File: src/rtl/freq_meter_pkg.sv
// ----------------------------------------------------------------------------
// freq_meter_pkg
// Shared definitions for the frequency/duty meter: FSM state encoding and
// the default parameter values used by freq_meter and sync_edge.
// ----------------------------------------------------------------------------
package freq_meter_pkg;

    localparam int FM_WIDTH_DEF       = 16;
    localparam int FM_SYNC_STAGES_DEF = 2;

    typedef enum logic [1:0] {
        ST_IDLE    = 2'd0,
        ST_ARM     = 2'd1,
        ST_MEASURE = 2'd2
    } fm_state_e;

endpackage

File: src/rtl/freq_meter_sync_edge.sv
// ----------------------------------------------------------------------------
// sync_edge
// Brings an asynchronous input into the clock domain through SYNC_STAGES
// flops and flags its rising edges.
//
// Ports:
//   clock  in   system clock, rising edge
//   reset  in   asynchronous active-low reset
//   d      in   asynchronous input
//   level  out  synchronized level (last synchronizer stage)
//   rise   out  high for one cycle when level goes 0 -> 1
//
// SYNC_STAGES must be at least 2.
// ----------------------------------------------------------------------------
module sync_edge
    import freq_meter_pkg::*;
#(
    parameter int SYNC_STAGES = FM_SYNC_STAGES_DEF
) (
    input  logic clock,
    input  logic reset,
    input  logic d,
    output logic level,
    output logic rise
);

    logic [SYNC_STAGES-1:0] r_sync;
    logic                   r_prev;

    always_ff @(posedge clock or negedge reset) begin
        if (!reset) begin
            r_sync <= '0;
            r_prev <= 1'b0;
        end else begin
            r_sync <= {r_sync[SYNC_STAGES-2:0], d};
            r_prev <= r_sync[SYNC_STAGES-1];
        end
    end

    assign level = r_sync[SYNC_STAGES-1];
    // r_prev lags level by one cycle, so rise can never be high two cycles
    // in a row.
    assign rise  = r_sync[SYNC_STAGES-1] & ~r_prev;

endmodule

File: src/rtl/freq_meter.sv
// ----------------------------------------------------------------------------
// freq_meter
// Measures the period (rise to rise) and high time of a slow asynchronous
// signal in system clock cycles.
//
// Ports:
//   clock        in   system clock, rising edge
//   reset        in   asynchronous active-low reset
//   enable       in   1 = measure, 0 = idle and drop the measurement
//   sig_in       in   signal to measure (asynchronous)
//   period       out  cycles between the last two rises of sig_in
//   high_time    out  cycles sig_in was high within that period
//   valid        out  one-cycle pulse when period/high_time update
//   overflow     out  sticky: a period ran past 2**WIDTH-1 cycles
//   o_dbg_state  out  current FSM state (fm_state_e encoding)
//
// valid/data semantics: period and high_time change only in the cycle valid
// is high and hold until the next valid; there is no ready/back-pressure.
// ----------------------------------------------------------------------------
module freq_meter
    import freq_meter_pkg::*;
#(
    parameter int WIDTH       = FM_WIDTH_DEF,
    parameter int SYNC_STAGES = FM_SYNC_STAGES_DEF
) (
    input  logic             clock,
    input  logic             reset,
    input  logic             enable,
    input  logic             sig_in,
    output logic [WIDTH-1:0] period,
    output logic [WIDTH-1:0] high_time,
    output logic             valid,
    output logic             overflow,
    output logic [1:0]       o_dbg_state
);

    localparam logic [WIDTH-1:0] CNT_ONE = WIDTH'(1);
    localparam logic [WIDTH-1:0] CNT_MAX = '1;

    logic w_level;
    logic w_rise;

    fm_state_e        r_state, w_state_nxt;
    logic [WIDTH-1:0] r_cnt, w_cnt_nxt;
    logic [WIDTH-1:0] r_hcnt, w_hcnt_nxt;
    logic [WIDTH-1:0] r_period;
    logic [WIDTH-1:0] r_high_time;
    logic             r_valid;
    logic             r_overflow;
    logic             w_capture;
    logic             w_ovf_set;

    sync_edge #(
        .SYNC_STAGES(SYNC_STAGES)
    ) u_sync_edge (
        .clock(clock),
        .reset(reset),
        .d    (sig_in),
        .level(w_level),
        .rise (w_rise)
    );

    always_comb begin
        w_state_nxt = r_state;
        w_cnt_nxt   = r_cnt;
        w_hcnt_nxt  = r_hcnt;
        w_capture   = 1'b0;
        w_ovf_set   = 1'b0;

        if (!enable) begin
            w_state_nxt = ST_IDLE;
            w_cnt_nxt   = '0;
            w_hcnt_nxt  = '0;
        end else begin
            case (r_state)
                ST_IDLE: begin
                    w_state_nxt = ST_ARM;
                    w_cnt_nxt   = '0;
                    w_hcnt_nxt  = '0;
                end
                ST_ARM: begin
                    // The rise cycle itself counts as the first cycle of
                    // the period, and sig_in is high in it.
                    if (w_rise) begin
                        w_state_nxt = ST_MEASURE;
                        w_cnt_nxt   = CNT_ONE;
                        w_hcnt_nxt  = CNT_ONE;
                    end
                end
                ST_MEASURE: begin
                    // A rise on the saturating cycle still closes the period.
                    if (w_rise) begin
                        w_capture  = 1'b1;
                        w_cnt_nxt  = CNT_ONE;
                        w_hcnt_nxt = CNT_ONE;
                    end else if (r_cnt == CNT_MAX) begin
                        w_ovf_set   = 1'b1;
                        w_state_nxt = ST_ARM;
                        w_cnt_nxt   = '0;
                        w_hcnt_nxt  = '0;
                    end else begin
                        w_cnt_nxt = r_cnt + CNT_ONE;
                        if (w_level) begin
                            w_hcnt_nxt = r_hcnt + CNT_ONE;
                        end
                    end
                end
                default: begin
                    w_state_nxt = ST_IDLE;
                    w_cnt_nxt   = '0;
                    w_hcnt_nxt  = '0;
                end
            endcase
        end
    end

    always_ff @(posedge clock or negedge reset) begin
        if (!reset) begin
            r_state     <= ST_IDLE;
            r_cnt       <= '0;
            r_hcnt      <= '0;
            r_period    <= '0;
            r_high_time <= '0;
            r_valid     <= 1'b0;
            r_overflow  <= 1'b0;
        end else begin
            r_state <= w_state_nxt;
            r_cnt   <= w_cnt_nxt;
            r_hcnt  <= w_hcnt_nxt;
            r_valid <= w_capture;
            if (w_capture) begin
                r_period    <= r_cnt;
                r_high_time <= r_hcnt;
            end
            if (w_ovf_set) begin
                r_overflow <= 1'b1;
            end else if (w_capture || !enable) begin
                r_overflow <= 1'b0;
            end
        end
    end

    assign period      = r_period;
    assign high_time   = r_high_time;
    assign valid       = r_valid;
    assign overflow    = r_overflow;
    assign o_dbg_state = r_state;

endmodule

File: config.mk
export PLATFORM = sky130hd
export DESIGN_NAME = freq_meter
export DESIGN_NICKNAME = d
export VERILOG_FILES = /design/src/rtl/freq_meter_pkg.sv /design/src/rtl/freq_meter_sync_edge.sv /design/src/rtl/freq_meter.sv
export SDC_FILE = /design/constraint.sdc
export NUM_CORES = 1
export LEC_CHECK = 0
export CORE_MARGIN = 3
export CORE_UTILIZATION = 45
export DETAILED_ROUTE_END_ITERATION = 7
export PLACE_DENSITY_LB_ADDON = 0.2
export SKIP_LAST_GASP = 1
export SYNTH_ARGS = -nofsm -noshare
export SYNTH_HDL_FRONTEND = slang
export SYNTH_SLANG_ARGS = --single-unit
File: constraint.sdc
create_clock -name clock -period 4.13 [get_ports clock]
set_clock_uncertainty 0.15 [all_clocks]
set_input_delay 0.826 -clock clock [delete_from_list [all_inputs] [get_ports clock]]
set_output_delay 0.826 -clock clock [all_outputs]
set_load 0.02 [all_outputs]
==> results.py <==
metrics = {
    "routing": {
        "postRouteAntennaNets": 0,
        "wl_per_cell_um": 16.6,
        "wl_um": 7800,
        "dr_total_vias": 2836,
        "drc": 0,
        "drtIter0Drc": 198,
        "dr.pass1.iters": 5,
        "viasPerCell": 6.05,
    },
    "clock_tree": {
        "max-clock-path-buffers": 2,
        "cts_sinks": 71,
        "cts-root-buf": "clkbuf_8",
        "ctsHtreeMaxLevel": 3,
        "cts_resized": 0,
        "postCtsHoldBufs": 0,
        "cts_tree": "done",
        "post_cts_buffers": 0,
        "cts_buffers": 9,
        "clk_pin_slew_ns": 0.07,
        "clock_latency_ns": 0.35,
    },
    "yosys": {
        "synth_area_per_cell_um2": 10.8,
        "synthTopCellsByArea": "dfrtp_1 50%, mux2_2 10%, nand4_1 3.5%, and4_1 2.2%, nand2_1 2.2%",
        "yosys.area.top_type": "dfrtp_1",
        "yosys-top-cells-count": "71 x dfrtp_1, 33 x mux2_2, 21 x nand2_1",
        "synth_top_area_share_pct": 49.9,
        "syn_inst": 330,
        "async_flop_share_pct": 100,
        "ys_ff_latch": 71,
        "ys_warn_count": 0,
        "yosysUniqueCellTypes": 45,
        "synth_area_um2": 3560,
        "synth_edf_count": 0,
        "yosysMostFrequentCell": "dfrtp_1",
        "ys_seq_area_share_pct": 49.9,
        "synth_ff_type": "dfrtp_1",
        "synth_fp_nets": 339,
    },
    "sta": {
        "fin_crit_sh_pct": 70.9,
        "min_period_ns": 2.93,
        "max_freq_ghz": 0.342,
        "slew_headroom_pct": 45.9,
        "fin_tns_setup_ns": 0,
        "finalHoldViolCount": 0,
        "setup_viol": 0,
        "worst_slew_pin_slew_ns": 0.806,
        "drv_slew": 0,
        "grt_setup_unrepaired": "false",
    },
    "die": {
        "core_um2": 7450,
        "die_w_um": 94.9,
        "ios": 40,
        "die_height_um": 94.9,
        "rows": 31,
        "design.die.area_um2": 9010,
        "initial_core_util_pct": 47.8,
    },
    "power": {
        "cellLeakagePower_nw": 1.83,
        "finalPower_w": 0.00149,
        "power_density_nw_per_um2": 355,
        "ir_drop_mv": 0.303,
    },
    "setup_path": {
        "required_ns": 4.21,
        "crit_chain": "ha_1, nand4_1, or4_1, buf_4, a21oi_4, mux2_2",
        "crit_path_end_kind": "register",
        "worst_path_max_delay_cell": "or4_1",
        "crit_type": "reg -> reg",
        "worstPathMaxFanout": 23,
        "r2r_slack_ns": 1.20,
        "crit_family": "simple AND/OR/NAND/NOR gates",
        "crit_path_start_kind": "register",
        "path_buf_inv": 1,
        "max_stage_delay_ns": 0.73,
        "arrival_ns": 3.01,
    },
    "finish": {
        "antennaDiodeCount": 0,
        "postLayoutCellArea_um2": 4210,
        "syn_to_final_growth_pct": 18.2,
        "drive_gt1_share_pct": 15.7,
        "utilization_pct": 56.5,
        "nets": 374,
    },
    "place": {
        "io_buffer_count": 39,
        "gp_congestion": 0.858,
        "place_area_um2": 4030,
        "dp_hpwl_um": 5280,
    },
    "global_routing": {
        "grt_start_max_net_pins": 42,
        "grt_antenna_before_repair": 0,
        "grt_pass1_wl_um": 13100,
        "grt_pass1_vias": 2643,
        "grt_overflow": 0,
        "grtUsageTotal_pct": 18.8,
    },
    "run_status": {
        "status": "complete, no violations",
    },
    "job": {
        "drv_cap": 0,
    },
    "worst_hold_path": {
        "min_path_type": "reg -> reg",
    },
}
-- worst reg2reg max path, delay by kind of cell (launching register included) --
family | cells | cell delay [ns]
fa+ha+maj | 1 | 0.32
flops | 1 | 0.43
simple gates | 2 | 0.89
compound gates | 1 | 0.33
buf+inv | 1 | 0.32
mux | 1 | 0.38
-- cells by family (layout without fill, tap and decap cells) --
kind of cell,after synthesis,after routing,share of synthesized area [%]
AOI/OAI and AO/OA,60,60,13.7
and+or+nand+nor,126,126,19.9
buffers and inverters,35,75,4.22
DFF,71,71,49.9
adders and majority gates,5,5,1.76
muxes,33,33,10.4
-- per-layer routing --
layer	part of all wire [%]	GRT usage [%]
met1	49	28.3
met3	5.9	3.35
met4	1.4	8.77
met5	0	0
met2	43	26.0
-- registers in the layout (all words and copies together) (netlist names) --
name	cells
valid	1
u_sync_edge.r_sync	2
r_hcnt	16
u_sync_edge.r_prev	1
period	16
o_dbg_state	2
r_cnt	16
overflow	1
high_time	16
-- cells in the final DEF (no fill, tap or decap), types with 8 or more instances in the layout --
cell type,netlist,routed
nand4_1,20,20
nand3_1,15,15
and4_1,9,9
mux2_2,33,33
clkbuf_8,0,11
nor3_1,8,8
nor2_1,19,19
clkdlybuf4s50_1,0,38
nor4_1,9,8
nand2_1,21,21
inv_1,15,15
dfrtp_1,71,71
-- area by class of cell --
type                    count  area (um^2)
multi-input cells         224         1640
flip-flops and latches     71         1780
clock inverters             3         17.5
inverters                  15         56.3
fillers                   661         3240
clock buffers              13          159
well taps                  99          124
repair buffers             44          435
-- power breakdown --
group          internal, W  leakage [nW]  total (W)  switching (W)
registers         0.000714         0.983   0.000742      0.0000278
logic            0.0000923         0.759   0.000245       0.000153
clock network     0.000249        0.0894   0.000504       0.000255
-- worst paths after layout --
kind                                                  from                              end  cells past startpoint
setup / recovery                      r_cnt[0]$_DFFE_PN0P_            r_hcnt[1]$_DFFE_PN0P_                      6
hold / removal             u_sync_edge.r_sync[0]$_DFF_PN0_  u_sync_edge.r_sync[1]$_DFF_PN0_                      0
setup reg to reg                      r_cnt[0]$_DFFE_PN0P_            r_hcnt[1]$_DFFE_PN0P_                      6
hold reg to reg            u_sync_edge.r_sync[0]$_DFF_PN0_  u_sync_edge.r_sync[1]$_DFF_PN0_                      0
max in group asynchronous                            reset         high_time[8]$_DFFE_PN0P_                      2
min in group asynchronous                            reset            r_cnt[12]$_DFFE_PN0P_                      1
-- stage by stage --
stage / instances / hold slack [ns] / setup slack [ns]
final: 469 / 0.200 / 1.20
after floorplan: 330 / 0.181 / 1.80
after global routing: 469 / 0.222 / 1.07
after global placement: 453 / 0.182 / 1.06
after CTS: 469 / 0.202 / 1.23
after detailed placement: 453 / 0.186 / 0.978
Note: power is estimated with default switching activity, not from simulation.
